`config.mk`:
```
export PLATFORM = sky130hd
export DESIGN_NAME = br_seq
export DESIGN_NICKNAME = d
export VERILOG_FILES = /design/src/rtl/br_seq.sv
export SDC_FILE = /design/constraint.sdc
export NUM_CORES = 1
export LEC_CHECK = 0
export ABC_CLOCK_PERIOD_IN_PS = 4500
export CAP_MARGIN = 20
export CORE_MARGIN = 4
export CORE_UTILIZATION = 41
export CTS_CLUSTER_DIAMETER = 80
export DETAILED_ROUTE_END_ITERATION = 6
export GPL_ROUTABILITY_DRIVEN = 0
export PLACE_DENSITY = 0.9
export SKIP_CTS_REPAIR_TIMING = 1
export SLEW_MARGIN = 40
export SYNTH_ARGS = -nofsm -noshare
export SYNTH_HDL_FRONTEND = slang
export SYNTH_SLANG_ARGS = --single-unit
```
`constraint.sdc`:
```
create_clock -name clk -period 4.5 [get_ports clk]
set_input_delay 0.45 -clock clk [delete_from_list [all_inputs] [get_ports clk]]
set_output_delay 0.45 -clock clk [all_outputs]
set_load 0.01 [all_outputs]
```
`src/rtl/br_seq.sv`:
```
// Control-step sequencer for SRC br/brl: walks the datapath through the link,
// condition-evaluate and target steps, and gates the PC load with con_out.
module br_seq #(
    parameter int w     = 32,
    parameter int CNT_W = 16
) (
    input  logic             clk,
    input  logic             rst,
    input  logic             start,
    input  logic [w-1:0]     IR,
    input  logic             hold,
    input  logic             con_out,
    output logic             con_in,
    output logic             gra,
    output logic             grb,
    output logic             grc,
    output logic             r_out,
    output logic             r_in,
    output logic             pc_out,
    output logic             pc_in,
    output logic             busy,
    output logic             done,
    output logic             taken,
    output logic             err,
    output logic [CNT_W-1:0] taken_cnt,
    output logic [2:0]       dbg_state
);

    typedef enum logic [2:0] {
        S_IDLE   = 3'd0,
        S_LINK   = 3'd1,
        S_COND   = 3'd2,
        S_TARGET = 3'd3,
        S_FIN    = 3'd4
    } state_t;

    localparam logic [4:0] OP_BR  = 5'd8;
    localparam logic [4:0] OP_BRL = 5'd9;

    state_t     state;
    logic [2:0] c3_q;
    logic       taken_q;
    logic       err_q;
    logic       take_now;
    logic [4:0] op;

    // The register file decodes ra/rb/rc itself; only op and c3 matter here.
    logic unused_ir;
    assign unused_ir = ^IR[26:3];

    assign op       = IR[31:27];
    // c3 of 6 or 7 means "never", whatever the condition unit latched.
    assign take_now = con_out & (c3_q <= 3'd5);

    // Sequencing and bookkeeping.
    always_ff @(posedge clk or posedge rst) begin
        if (rst) begin
            state     <= S_IDLE;
            c3_q      <= 3'd0;
            taken_q   <= 1'b0;
            err_q     <= 1'b0;
            taken_cnt <= '0;
        end else if (!hold) begin
            // A pending err survives a hold and is shown on the first free cycle.
            err_q <= 1'b0;
            case (state)
                S_IDLE: begin
                    if (start) begin
                        if (op == OP_BR) begin
                            c3_q  <= IR[2:0];
                            state <= S_COND;
                        end else if (op == OP_BRL) begin
                            c3_q  <= IR[2:0];
                            state <= S_LINK;
                        end else begin
                            err_q <= 1'b1;
                        end
                    end
                end
                S_LINK:   state <= S_COND;
                S_COND:   state <= S_TARGET;
                S_TARGET: begin
                    taken_q <= take_now;
                    state   <= S_FIN;
                end
                S_FIN: begin
                    if (taken_q && (taken_cnt != {CNT_W{1'b1}}))
                        taken_cnt <= taken_cnt + 1'b1;
                    taken_q <= 1'b0;
                    state   <= S_IDLE;
                end
                default: state <= S_IDLE;
            endcase
        end
    end

    // Moore decode; hold masks the strobes but keeps selects and bus enables up.
    always_comb begin
        con_in = 1'b0;
        gra    = 1'b0;
        grb    = 1'b0;
        grc    = 1'b0;
        r_out  = 1'b0;
        r_in   = 1'b0;
        pc_out = 1'b0;
        pc_in  = 1'b0;
        done   = 1'b0;
        taken  = 1'b0;
        case (state)
            S_LINK: begin
                pc_out = 1'b1;
                gra    = 1'b1;
                r_in   = ~hold;
            end
            S_COND: begin
                grc    = 1'b1;
                r_out  = 1'b1;
                con_in = ~hold;
            end
            S_TARGET: begin
                grb   = 1'b1;
                r_out = 1'b1;
                pc_in = take_now & ~hold;
            end
            S_FIN: begin
                done  = ~hold;
                taken = taken_q;
            end
            default: ;
        endcase
    end

    assign busy      = (state != S_IDLE);
    assign err       = err_q & ~hold;
    assign dbg_state = state;

endmodule

```
==> impl_metrics.ini, run 1 <==
[synth]
syn_area_sq_mm = 0.00124
synth_area_leaders = dfrtp_1 (46%), xor2_1 (8.5%), nand2_1 (4.8%)
synth-seq-cells = 23
syn_area_per_cell_sq_um = 9.63
synth_nets = 167
async_reset_ff_share_pct = 100
ys_warn_count = 0
yosysMostFrequentCell = dfrtp_1
synth_top_area_cell = dfrtp_1
synth_top_area_share_pct = 46.3
netlist_instances = 129
synth_edf_count = 0
ys.flop_type = dfrtp_1
ys_seq_area_share_pct = 46.3
synth_common_cells = dfrtp_1 (23), nand2_1 (16), xor2_1 (12)
synth_cell_types = 31

[timing]
max_clock_freq_ghz = 0.418
rsz0062_at_grt = no
fin_crit_sh_pct = 53.2
finalHoldViolCount = 0
period_needed_ns = 2.39
max_slew_margin_pct = 67.7
fin_ws_ns = 2.11
tns_ns = 0
setup_viol = 0
finalHoldWorstSlack_ns = 0.464
maxSlewViolCount = 0
worst_slew_pin_slew_ns = 0.482
skew_ns = 0.00736

[hold_path]
holdCritPathClass = in2async

[power]
p_total_uw = 476
pwr_density_cell_mw_per_mm2 = 280
leakage_nw = 0.784
ir_drop_uv = 195

[placed_design]
place_ws_ns = 1.95
io_buffer_count = 42
dpl.hpwl_mm = 2.38

[cells_and_area]
fillers = 238
area_delta_synth_final_pct = 36.6
layout-drive-gt1-share_pct = 5.92
n_antenna_cell = 0
fin_nets = 208

[cts]
clkTransAtPathRegs_ns = 0.12
clock_sinks = 23
root_buffer = clkbuf_4
cts_buffer_depth = 2
clkLatencyLatePin_ns = 0.31
cts_tree = yes
htree_num_levels = 1
cts_buffers = 3

[routing]
routed.top_layer = met4
drc = 0
drt-total-wl_mm = 3.01
dr.pass1.iters = 4
drt-wirelength-per-cell_um = 15.1
wl_met1_mm = 1.20
routed_via_density = 5.51
dr_wl_met3_um = 105
num_vias = 1102
ant_nets = 0
route.met2.wl_mm = 1.63
drt_iter0_drc = 49

[worst_setup_path]
required_ns = 4.05
ff2ff_path_depth = 4
cp-end-kind = output port
cp_max_fo = 16
worstSetupPathType = in2out
critPathArrivalTime_ns = 1.94
start_kind = input pin

[die]
die_width_um = 63.1
die_h_um = 63.1
core_region_area_sq_mm = 0.00283
rows = 19
dieArea_sq_mm = 0.00398
io_pins = 68
start_util_pct = 43.9

[global_route]
grt_max_degree = 24
grtUsageTotal_pct = 15.7
grt_pass1_vias = 1076
antenna_found_initial = 0
grt_pass1_wl_mm = 5.06
overflow = 0

[run]
max_cap_violations = 0

[run_status]
outcome = finished clean
path summary, 6_finish.rpt:
path	from	endpoint	slack, ns
max	hold	con_in	2.11
min	rst	err_q	0.46
max in group asynchronous	rst	taken_cnt[10]	3.70
max reg2reg	dbg_state[0]	taken_cnt[11]	2.35
min reg2reg	err_q	err_q	0.49
min in group clk	err_q	err_q	0.49
sequential cells by signal, summed over array words and instances (netlist names):
register	cells
err_q	1
taken_cnt	16
c3_q	2
dbg_state	3
taken_q	1
critical path: stages:
cell and delay, ns:
clkdlybuf4s50_1 0.65, nor3_1 0.27, clkdlybuf4s50_1 0.57
logic make-up after synthesis:
| family | synth area share [%] |
|---|---|
| AOI/OAI and AO/OA | 7.55 |
| and+or+nand+nor | 28.0 |
| buffers and inverters | 4.33 |
| adders and majority gates | 1.01 |
| muxes | 3.63 |
| xor gates and xnor gates | 9.16 |
| DFF | 46.3 |
cell type report:
type | count | area, sq um | area share, %
tap | 31 | 38.8 | 2.29
sequential | 23 | 576 | 33.9
multi-input combinational | 94 | 613 | 36.1
clock buffer | 4 | 26.3 | 1.55
timing repair buffer | 42 | 420 | 24.8
inverter | 6 | 22.5 | 1.33
layout by cell type (no fill, tap or decap), drive strengths merged, types with 5 or more instances in the layout:
cell / n
nand3: 5
xor2: 12
o21ai: 6
dfrtp: 23
nor3: 11
clkdlybuf4s50: 42
nor2: 8
nand2: 16
inv: 6
per-stage QoR:
step,cells,instance area [sq um],utilization (%)
floorplan,129,1240,-
global placement,196,1670,59.0
detailed placement,196,1670,59.0
CTS,200,1700,60.0
global route,200,1700,60.0
finish,200,1700,60.0
power breakdown:
part	total, mW	internal, mW	leakage, nW	switching [mW]
registers	0.249	0.226	0.311	0.0230
logic	0.134	0.0779	0.458	0.0562
clock network	0.0922	0.0346	0.0150	0.0576
total	0.476	0.339	0.784	0.137
routing by layer:
layer,track usage (%),vias to the layer above
met1,18.3,533
met5,0,-
met2,27.7,30
li1,-,533
met3,2.84,6
met4,7.16,0
Note: power is estimated with default switching activity, not from simulation.
==> run 2, diff against run 1 <==
--- a/config.mk
+++ b/config.mk
@@ -5,14 +5,14 @@
 export SDC_FILE = /design/constraint.sdc
 export NUM_CORES = 1
 export LEC_CHECK = 0
-export ABC_CLOCK_PERIOD_IN_PS = 4500
+export ABC_CLOCK_PERIOD_IN_PS = 2200
 export CAP_MARGIN = 20
 export CORE_MARGIN = 4
-export CORE_UTILIZATION = 41
+export CORE_UTILIZATION = 35
 export CTS_CLUSTER_DIAMETER = 80
 export DETAILED_ROUTE_END_ITERATION = 6
 export GPL_ROUTABILITY_DRIVEN = 0
-export PLACE_DENSITY = 0.9
+export PLACE_DENSITY = 0.82
 export SKIP_CTS_REPAIR_TIMING = 1
 export SLEW_MARGIN = 40
 export SYNTH_ARGS = -nofsm -noshare
==> constraint.sdc (replaced) <==
create_clock -name clk -period 2.2 [get_ports clk]
set_input_delay 0.22 -clock clk [delete_from_list [all_inputs] [get_ports clk]]
set_output_delay 0.22 -clock clk [all_outputs]
set_load 0.01 [all_outputs]
==> impl_metrics.ini, run 2 (synthesis results as in run 1) <==
[die]
core_region_area_sq_mm = 0.00339
io_pins = 68
start_util_pct = 36.7
die_h_um = 67.6
die_width_um = 67.6
rows = 21
dieArea_sq_mm = 0.00457

[worst_setup_path]
r2r_setup_slack_ns = 0.19
required_ns = 1.98
start_kind = register
timing.rr.end = taken_cnt[11]
critPathArrivalTime_ns = 1.85
crit_start = dbg_state[2]
ff2ff_path_depth = 4
worstSetupPathType = reg2out
timing.rr.start = dbg_state[0]
cp_max_fo = 6
cp-end-kind = output port
cp-endpoint = grb

[run_status]
outcome = finished clean

[power]
leakage_nw = 0.838
pwr_density_cell_mw_per_mm2 = 559
power.share.clock_pct = 19.2
p_comb_share_pct = 31.2
ir_drop_uv = 293
p_sw_uw = 278
swShare_pct = 28.1
pwr-share-seq_pct = 49.5
intPower_uw = 711

[cells_and_area]
final_common_cell = clkdlybuf4s50_1
area_delta_synth_final_pct = 42.4
layout-drive-gt1-share_pct = 9.71
largest_reg_flops = 16
fin_area_sq_mm = 0.00177
fin_nets = 214
final_core_util_pct = 52.2
n_antenna_cell = 0
layout_common_cells = clkdlybuf4s50_1 (41), dfrtp_1 (22), nand2_1 (16)
registers.top_by_ff_count = taken_cnt

[global_route]
grt_max_degree = 24
overflow = 0
antenna_found_initial = 0
grt_pass1_vias = 984
grt_pass1_wl_mm = 4.57
grtUsageTotal_pct = 13.2

[cts]
clkTransAtPathRegs_ns = 0.12
htree_num_levels = 1
clock_sinks = 23
root_buffer = clkbuf_4
cts_buffer_depth = 2
cts_tree = yes
cts_buffers = 3
clkLatencyLatePin_ns = 0.31

[routing]
drt_iter0_drc = 50
routed_via_density = 4.96
drt-total-wl_mm = 2.66
ant_nets = 0
drt-wirelength-per-cell_um = 12.0
drc = 0
num_vias = 1096
dr.pass1.iters = 4

[run]
max_cap_violations = 0

[placed_design]
place_area_sq_mm = 0.00173
dpl.hpwl_mm = 2.10
place_ws_ns = 0.0833
io_buffer_count = 42

[timing]
skew_ns = 0.00276
max_slew_margin_pct = 69.0
worst_slew_pin_slew_ns = 0.460
period_needed_ns = 2.07
maxSlewViolCount = 0
fin_ws_ns = 0.126
finalHoldWorstSlack_ns = 0.237
rsz0062_at_grt = no
tns_ns = 0
setup_viol = 0
finalHoldViolCount = 0
max_clock_freq_ghz = 0.482
fin_crit_sh_pct = 94.3

[hold_path]
holdCritPathClass = in2async
## run 2: cell types whose count changed in the layout (fill, tap and decap cells not counted)
cell,previous run,this run
buf_4,0,6
clkdlybuf4s50_1,42,41
dfrtp_1,23,22
dfrtp_2,0,1
dlymetal6s2s_1,0,1
inv_1,5,6
inv_2,1,0
nor3b_1,2,1
nor3b_2,0,1
## run 2: area by class of cell
| type | count | area [sq um] |
|---|---|---|
| clock buffers | 4 | 26.3 |
| fillers | 313 | 1620 |
| inverters | 6 | 22.5 |
| multi-input cells | 94 | 618 |
| flip-flops and latches | 23 | 577 |
| well taps | 46 | 57.6 |
| repair buffers | 48 | 468 |
## run 2: worst max-delay path: stages (launching register included)
cell and delay, ns:
dfrtp_2 0.46, buf_4 0.15, nand2b_1 0.16, inv_1 0.08
nand2_1 0.08, inv_1 0.08, clkdlybuf4s50_1 0.53
## run 2: worst min-delay path by stage
stage	startpoint	endpoint	slack [ns]	depth (start not counted)
after CTS	rst	err_q	0.24	3
after floorplan	rst	c3_q[1]	0.22	1
after global routing	rst	taken_cnt[7]	0.26	3
after global placement	err_q	err_q	0.45	2
after detailed placement	err_q	err_q	0.46	2
final	rst	taken_cnt[8]	0.24	3
## run 2: through the flow
stage,instances,power [mW]
detailed placement,217,0.809
global route,221,1.06
floorplan,129,0.659
finish,221,0.988
CTS,221,1.00
global placement,217,0.804
## run 2: power by group through the flow
stage	Sequential [mW]	Clock (mW)	Combinational (mW)
5_1_grt	0.496	0.219	0.344
2_1_floorplan	0.504	0	0.155
6_report	0.490	0.190	0.309
4_1_cts	0.491	0.198	0.312
3_3_place_gp	0.497	0	0.307
3_5_place_dp	0.498	0	0.311
## run 2: routing by layer
metal / up-vias / wire length (um) / global-route usage, % / share of wire, %
met5: - / 0 / 0 / 0
met4: 0 / 25 / 3.04 / 0.94
met3: 4 / 142 / 4.49 / 5.3
met2: 23 / 1220 / 19.6 / 46
met1: 524 / 1270 / 18.3 / 48
li1: 545 / - / - / -
